**config.mk**
```make
export PLATFORM = sky130hd
export DESIGN_NAME = length_generation_nlane
export DESIGN_NICKNAME = d
export VERILOG_FILES = /design/src/rtl/length_generation_nlane.sv
export SDC_FILE = /design/constraint.sdc
export NUM_CORES = 1
export LEC_CHECK = 0
export ABC_AREA = 1
export CAP_MARGIN = 20
export CORE_UTILIZATION = 35
export CTS_CLUSTER_SIZE = 25
export DETAILED_ROUTE_END_ITERATION = 6
export GPL_ROUTABILITY_DRIVEN = 0
export PLACE_DENSITY = 0.77
export SLEW_MARGIN = 20
export SYNTH_ARGS = -nofsm -noshare
export SYNTH_HDL_FRONTEND = slang
export SYNTH_SLANG_ARGS = --single-unit
```
**constraint.sdc**
```tcl
create_clock -name i_clk -period 2.4 [get_ports i_clk]
set_input_delay 0.72 -clock i_clk [delete_from_list [all_inputs] [get_ports i_clk]]
set_output_delay 0.72 -clock i_clk [all_outputs]
set_load 0.05 [all_outputs]
```
**src/rtl/length_generation_nlane.sv**
```systemverilog
// C-Pack length generator: classifies LANES words per beat, emits per-lane code lengths and line bit offsets.
// Optional LENGTH_STATS_EN adds saturating line / incompressible-line counters.
module length_generation_nlane #(
  parameter int CACHE_LINE = 128,
  parameter int WORD_SIZE  = 32,
  parameter int LANES      = 2,
  parameter int DICT_IDX_W = 4,
  localparam int BEATS = CACHE_LINE / (WORD_SIZE * LANES),
  localparam int LEN_W = $clog2(WORD_SIZE + 3),
  localparam int ACC_W = $clog2((CACHE_LINE / WORD_SIZE) * (WORD_SIZE + 2) + 1)
) (
  input  logic                   i_clk,
  input  logic                   i_reset,
  input  logic                   i_valid,
  output logic                   o_ready,
  input  logic [LANES-1:0]       i_zero_full,
  input  logic [LANES-1:0]       i_zero_upper,
  input  logic [LANES-1:0]       i_match_full,
  input  logic [LANES-1:0]       i_match_3b,
  input  logic [LANES-1:0]       i_match_2b,
  input  logic                   i_flush,
  output logic                   o_valid,
  input  logic                   i_ready,
  output logic [3*LANES-1:0]     o_encoded,
  output logic [LEN_W*LANES-1:0] o_length,
  output logic [ACC_W*LANES-1:0] o_offset,
  output logic [ACC_W-1:0]       o_beat_len,
  output logic                   o_line_end,
  output logic [ACC_W-1:0]       o_line_len,
  output logic                   o_incompressible,
  output logic [31:0]            o_stat_lines,
  output logic [31:0]            o_stat_incomp
);

  localparam int CNT_W = (BEATS > 1) ? $clog2(BEATS) : 1;
  localparam logic [CNT_W-1:0] LAST_BEAT = CNT_W'(BEATS - 1);
  localparam logic [ACC_W-1:0] LINE_BITS = ACC_W'(CACHE_LINE);

  logic [ACC_W-1:0]       acc_q, acc_d;
  logic [CNT_W-1:0]       cnt_q, cnt_d;
  logic                   valid_q;
  logic [3*LANES-1:0]     enc_q, enc_d;
  logic [LEN_W*LANES-1:0] len_q, len_d;
  logic [ACC_W*LANES-1:0] off_q, off_d;
  logic [ACC_W-1:0]       beat_len_q, beat_len_d;
  logic                   line_end_q, line_end_d;
  logic [ACC_W-1:0]       line_len_q, line_len_d;
  logic                   incomp_q, incomp_d;
  logic [ACC_W-1:0]       run_sum;
  logic                   accept, load;

  assign o_ready = ~valid_q | i_ready;
  assign accept  = i_valid & o_ready;
  assign load    = accept & ~i_flush;

  // Priority classification, then offsets as a running sum from the line accumulator.
  always_comb begin
    enc_d   = '0;
    len_d   = '0;
    off_d   = '0;
    run_sum = '0;
    for (int k = 0; k < LANES; k++) begin
      if (i_zero_full[k]) begin
        enc_d[3*k +: 3]     = 3'd0;
        len_d[LEN_W*k +: LEN_W] = LEN_W'(2);
      end else if (i_match_full[k]) begin
        enc_d[3*k +: 3]     = 3'd1;
        len_d[LEN_W*k +: LEN_W] = LEN_W'(2 + DICT_IDX_W);
      end else if (i_zero_upper[k]) begin
        enc_d[3*k +: 3]     = 3'd2;
        len_d[LEN_W*k +: LEN_W] = LEN_W'(12);
      end else if (i_match_3b[k]) begin
        enc_d[3*k +: 3]     = 3'd4;
        len_d[LEN_W*k +: LEN_W] = LEN_W'(12 + DICT_IDX_W);
      end else if (i_match_2b[k]) begin
        enc_d[3*k +: 3]     = 3'd3;
        len_d[LEN_W*k +: LEN_W] = LEN_W'(4 + DICT_IDX_W + WORD_SIZE / 2);
      end else begin
        enc_d[3*k +: 3]     = 3'd5;
        len_d[LEN_W*k +: LEN_W] = LEN_W'(2 + WORD_SIZE);
      end
      off_d[ACC_W*k +: ACC_W] = acc_q + run_sum;
      run_sum = run_sum + ACC_W'(len_d[LEN_W*k +: LEN_W]);
    end
    beat_len_d = run_sum;
    line_len_d = acc_q + run_sum;
    line_end_d = (cnt_q == LAST_BEAT);
    incomp_d   = (line_len_d >= LINE_BITS);
  end

  always_comb begin
    acc_d = acc_q;
    cnt_d = cnt_q;
    if (i_flush) begin
      acc_d = '0;
      cnt_d = '0;
    end else if (accept) begin
      if (line_end_d) begin
        acc_d = '0;
        cnt_d = '0;
      end else begin
        acc_d = line_len_d;
        cnt_d = cnt_q + CNT_W'(1);
      end
    end
  end

  always_ff @(posedge i_clk or posedge i_reset) begin
    if (i_reset) begin
      acc_q <= '0;
      cnt_q <= '0;
    end else begin
      acc_q <= acc_d;
      cnt_q <= cnt_d;
    end
  end

  always_ff @(posedge i_clk or posedge i_reset) begin
    if (i_reset) begin
      valid_q    <= 1'b0;
      enc_q      <= '0;
      len_q      <= '0;
      off_q      <= '0;
      beat_len_q <= '0;
      line_end_q <= 1'b0;
      line_len_q <= '0;
      incomp_q   <= 1'b0;
    end else if (load) begin
      valid_q    <= 1'b1;
      enc_q      <= enc_d;
      len_q      <= len_d;
      off_q      <= off_d;
      beat_len_q <= beat_len_d;
      line_end_q <= line_end_d;
      line_len_q <= line_len_d;
      incomp_q   <= incomp_d;
    end else if (i_ready) begin
      valid_q    <= 1'b0;
    end
  end

  assign o_valid          = valid_q;
  assign o_encoded        = enc_q;
  assign o_length         = len_q;
  assign o_offset         = off_q;
  assign o_beat_len       = beat_len_q;
  assign o_line_end       = line_end_q;
  assign o_line_len       = line_len_q;
  assign o_incompressible = incomp_q;

`ifdef LENGTH_STATS_EN
  logic [31:0] stat_lines_q, stat_incomp_q;
  logic        line_hs;

  assign line_hs = valid_q & i_ready & line_end_q;

  always_ff @(posedge i_clk or posedge i_reset) begin
    if (i_reset) begin
      stat_lines_q  <= '0;
      stat_incomp_q <= '0;
    end else begin
      if (line_hs && stat_lines_q != 32'hFFFF_FFFF)
        stat_lines_q <= stat_lines_q + 32'd1;
      if (line_hs && incomp_q && stat_incomp_q != 32'hFFFF_FFFF)
        stat_incomp_q <= stat_incomp_q + 32'd1;
    end
  end

  assign o_stat_lines  = stat_lines_q;
  assign o_stat_incomp = stat_incomp_q;
`else
  assign o_stat_lines  = '0;
  assign o_stat_incomp = '0;
`endif

endmodule

```
## After elaboration in Yosys (flattened, before gate mapping)

Cells that the tools add are included.
Widths: inputs -> output; s select.

- Order comparisons: 1
- Mux-type cells: 28
- Bitwise operators: 5
- Add/subtract/negate cells: 4
- Reductions and logical operators: 2

Operators with widths:

| cell | count |
|---|---|
| $mux 6 | 10 |
| $mux 3 | 10 |
| $mux 8 | 3 |
| $add 8x6->8 | 1 |
| $add 8x7->8 | 1 |
| $ge 8x8->1 const B | 1 |
| $add 6x6->7 | 1 |
| $mux 1 | 5 |
| $reduce_bool 2->1 | 2 |
| $and 1x1->1 | 2 |
| $not 1->1 | 2 |
| $add 1x1->1 const B | 1 |
| $or 1x1->1 | 1 |

- Bits of input ports: 15
- Register bits after elaboration: 62

## Logic depth before layout (Yosys ltp)

Gate-level depths: netlist of the first run.

- Word-level depth: 10
- Gate-level depth with buffers: 18
- Depth with buffers taken out: 18

## Least setup slack after synthesis of the first run

No wires, ideal clock.

- Path type: in2reg
- Start point: in i_match_full[0]
- End point: reg line_len_q[7] (netlist: o_line_len[7])
- Data arrival time: 2,808 ps
- Buffers on the path: 0
- Setup time: 118 ps
- Stages: 16
- Path slack: -526 ps
- Cells stage by stage: nor2_1 -> nand2_1 -> ha_1 -> fa_1 -> nand3_1 -> nand2_1 -> or2_1 -> and2_1 -> ha_1 -> nand2_1 -> nor2_1 -> nand2_1 -> nand3_1 -> nand2_1 -> nand3_1 -> nand2_1

- Word-level cells in the longest chain between the ends: 4

RTL lines:

| what | RTL line | source |
|---|---|---|
| start, declared | 18 | `input logic [LANES-1:0] i_match_full,` |
| $mux 6 | 66 | `end else if (i_match_full[k]) begin` |
| $mux 6 | 63 | `if (i_zero_full[k]) begin` |
| via len_d[1] | 43 | `logic [LEN_W*LANES-1:0] len_q, len_d;` |
| $add 6x6->7 | 83 | `run_sum = run_sum + ACC_W'(len_d[LEN_W*k +: LEN_W]);` |
| via beat_len_d[5] | 45 | `logic [ACC_W-1:0] beat_len_q, beat_len_d;` |
| $add 8x7->8 | 86 | `line_len_d = acc_q + run_sum;` |
| end signal, assigned | 135 | `line_len_q <= line_len_d;` |
| end, declared | 47 | `logic [ACC_W-1:0] line_len_q, line_len_d;` |

The timed path passes the listed nets, and every way through them passes these cells.
A chain may end at the register's enable or synchronous reset.

## Final worst setup path of the first run

- Start point: in i_match_full[1]
- End point: reg acc_q[7]

- Word-level cells in the longest chain between the ends: 7

RTL lines:

| what | RTL line | source |
|---|---|---|
| $mux 6 | 66 |  |
| $mux 6 | 63 |  |
| via len_d[7] | 43 |  |
| $add 6x6->7 | 83 |  |
| via beat_len_d[5] | 45 |  |
| $add 8x7->8 | 86 |  |
| $mux 8 | 98 | `if (line_end_d) begin` |
| $mux 8 | 97 | `end else if (accept) begin` |
| $mux 8 | 94 | `if (i_flush) begin` |
| end signal, assigned | 110 | `acc_q <= '0;` |
| end signal, assigned | 113 | `acc_q <= acc_d;` |
| end, declared | 39 | `logic [ACC_W-1:0] acc_q, acc_d;` |

The timed path passes the listed nets, and every way through them passes these cells. The select of a mux whose other input is x is not followed.

==> results of run 1 <==
==> state kept, by name, summed over array words and instances, names as in the netlist <==
name        count
o_encoded       6
o_line_end      1
o_beat_len      6
o_line_len      7
o_offset       14
acc_q           7
cnt_q           1
o_length        8
o_valid         1
==> critical path, delay by kind of cell <==
kind          cells  cell delay (ns)
fa+ha+maj         3             0.89
buf+inv           1             0.14
simple gates     13             1.21
==> Yosys cell counts, drive strengths merged, types with 2 or more instances <==
library cell | instances | share of area, %
a21o | 2 | 0.45
a21oi | 7 | 1.1
buf | 83 | 19
dfrtp | 51 | 39
fa | 3 | 1.8
ha | 16 | 6.0
inv | 37 | 4.2
nand2 | 126 | 15
nand3 | 27 | 4.5
nand3b | 2 | 0.45
nor2 | 23 | 2.7
nor4 | 2 | 0.38
o21ai | 20 | 3.0
o22ai | 3 | 0.57
o31ai | 4 | 0.91
or2 | 3 | 0.57
xor2 | 2 | 0.53
==> report_power, final <==
| part | switching (uW) | leakage (uW) | internal, uW |
|---|---|---|---|
| Sequential | 73.9 | 0.000675 | 971 |
| Clock | 278 | 0.0000470 | 227 |
| Combinational | 1010 | 0.00165 | 466 |
| Total | 1360 | 0.00238 | 1660 |
==> cell usage in the layout (no fill, tap or decap), types with 3 or more instances in the layout <==
cell,Yosys,routed
buf_4,76,56
nand2_2,0,10
inv_2,1,11
conb_1,1,71
dfrtp_1,51,51
nand2_1,125,112
a21oi_1,7,3
nand3_1,26,18
buf_12,0,4
clkdlybuf4s50_1,0,50
o31ai_1,4,4
nor2_1,22,12
nand3_2,0,8
nand2_4,1,4
nor2_4,0,6
buf_6,3,3
ha_4,0,6
clkbuf_8,0,6
o21ai_1,12,12
ha_1,16,9
nor2_2,1,5
o21ai_0,8,5
inv_1,36,26
==> what timing repair did <==
item / CTS / global route
setup buffers: 6 / 6
cloned: 0 / 0
resized for setup: 80 / 31
setup endpoints to repair: 20 / 11
pin swaps: 18 / 20
==> layer usage <==
metal  share of wire [%]  vias up  GRT usage, %
met3                 6.2       22          3.51
met4                 2.9        0          6.33
met2                  52      111          27.5
li1                    -     1388             -
met5                   0        -             0
met1                  39     1408          19.3
==> kinds of logic after synthesis <==
group | after synthesis | share of synthesized area (%)
flip-flops | 51 | 38.5
buffers and inverters | 120 | 23.1
other | 1 | 0.113
AND/OR/NAND/NOR | 185 | 23.4
XOR/XNOR | 2 | 0.529
adder cells (fa/ha/maj) | 19 | 7.86
AO/OA/AOI/OAI | 38 | 6.46
==> worst min-delay path by stage <==
stage,slack (ns),depth (start not counted),to
after floorplan,0.46,2,cnt_q
after global placement,0.47,2,o_length[11]
after detailed placement,0.47,2,o_length[10]
after CTS,0.49,2,o_beat_len[1]
after global routing,0.50,2,o_beat_len[1]
final,0.49,2,o_beat_len[1]
==> layout make-up <==
type                       count  area (sq um)
clock inverter                 1          5.00
fill                         805          4640
multi-input combinational    315          1870
clock buffer                   6          82.6
timing repair buffer         115          1040
tap                          111           139
inverter                      37           139
sequential                    51          1280
==> per-stage QoR <==
step	cells	worst slack [ns]	hold slack, ns
after floorplan	486	-0.286	0.462
after CTS	630	-0.187	0.489
after global routing	636	-0.431	0.504
after detailed placement	617	-1.04	0.469
final	636	-0.356	0.486
after global placement	617	-0.945	0.466
==> key figures, run 1 <==
Outcome
  • Status: finished, violations left
  • Failing checks: negative setup slack

Route
  • Total iterations of the first detailed-routing run: 5
  • DR vias/cell: 4.61
  • WL/cell: about 13 um
  • Drt drc: 0
  • Routed Antenna Nets: 0
  • Final WL: 8460 um
  • Initial detailed-routing violation count: between 150 and 200
  • Vias: 2929

Critical path
  • Critical R2R Launch: acc_q[1]
  • WS Path Type: in2reg
  • Crit path launch: i_match_full[1]
  • Crit path cell chain: buf_2, nor2_4, nand2_2, ha_4, fa_2, nand3_2, nand2_2, or2_1, and2_4, ha_4, nand2_4, nor2_2, nand2_1, nand3_2, nand2_2, nand3_2, nand2_1
  • Worst EP arrival: 2.96 ns
  • CP Launch Type: input port
  • Flop-to-flop setup slack: approximately 0.7 ns
  • Crit path capture: acc_q[7]
  • Slowest CP cell: fa_2
  • Crit-path max FO: 4
  • Endpoint class of the critical path: register
  • Critical path required time: ~2.6 ns
  • Cell count of the worst reg-to-reg path: 7
  • Crit-path max cell delay: about 0.41 ns
  • Reg2Reg Capture Point: o_offset[15]

Power and ir drop
  • PwrDens: between 600 and 700 mW/mm^2
  • Total Power: 3020 uW
  • Leak: ~0.0024 uW
  • Maximum VDD drop: about 0.27 mV

Floorplan
  • Initial Util: 36.0%
  • Rows: 35
  • Core Area: ~0.0092 sq mm
  • Chip height: 99.3 um
  • Die area: between 0.009 and 0.01 sq mm
  • Die width: 99.3 um
  • I/O pin total: 133

Synthesis
  • Ys flop type: dfrtp_1
  • Yosys warning count: 0
  • Syn Area/Cell: just under 8 sq um
  • Asr flop ratio synth: 100%
  • Synthesized area: about 0.0033 sq mm
  • Synthesis-stage register bit count: between 50 and 60
  • EDFF count, synth: 0
  • Sequential share of the synthesized area: 38.5%
  • Distinct cells, synth: 30
  • Cells after synthesis: around 420

GRT
  • Initial antenna violation count: 0
  • First-pass GRT wire length: 12500 um
  • Vias in the first global route: between 2k and 3k
  • All-layer global routing usage: 15.9%
  • Largest net degree at the start of global routing: 52
  • Grt total ovfl: 0

Timing
  • Worst slew pin tran: ~0.53 ns
  • Final hold viol count: 0
  • # setup viols final: 10
  • Post-route worst setup slack: -0.356 ns
  • Slew HR: about 64%
  • Max Slew Vio Count: 0
  • F_max: ~0.36 GHz
  • Post-route setup TNS: -2.30 ns
  • Post-Route Skew: 0.00679 ns
  • Clock period minus final worst setup slack: 2.76 ns
  • RSZ-0062 raised after global routing: true
  • Fin crit share: 115%

Clocking
  • CTS Buf Count: 5
  • Htree depth: 2
  • Clock tree sinks: 51
  • TritonCTS clock tree: built
  • Root Buffer: clkbuf_8
  • CTS max path bufs: 2
  • Clock Latency Late Sink: around 0.30 ns
  • CTS Hold Buffers Added: 0
  • Clock transition at path regs: 0.09 ns

Cells and area
  • Diodes inserted: 0
  • Final nets: roughly 560
  • Post-route cell area: 0.00455 sq mm
  • Layout cell share with drive strength beyond 1: 26.7%
  • Final core utilization: about half
  • Area grow syn2layout: 37.5%

Flow run
  • MaxCap Viol Count: 0

Worst hold path
  • Min-delay src: o_beat_len[1]
  • Worst min-delay path category: reg2reg

Place
  • Dpl hpwl: 5670 um
  • Placed cell area: just over 0.004 sq mm
  • Number of port buffers: between 60 and 70
No activity file was read; power rests on OpenSTA's default activity.
==> run 2: changes to the inputs <==
- ABC_CLOCK_PERIOD_IN_PS: unset -> 2400
==> results of run 2 <==
Final layout, timing and power as in run 1 (identical DEF).
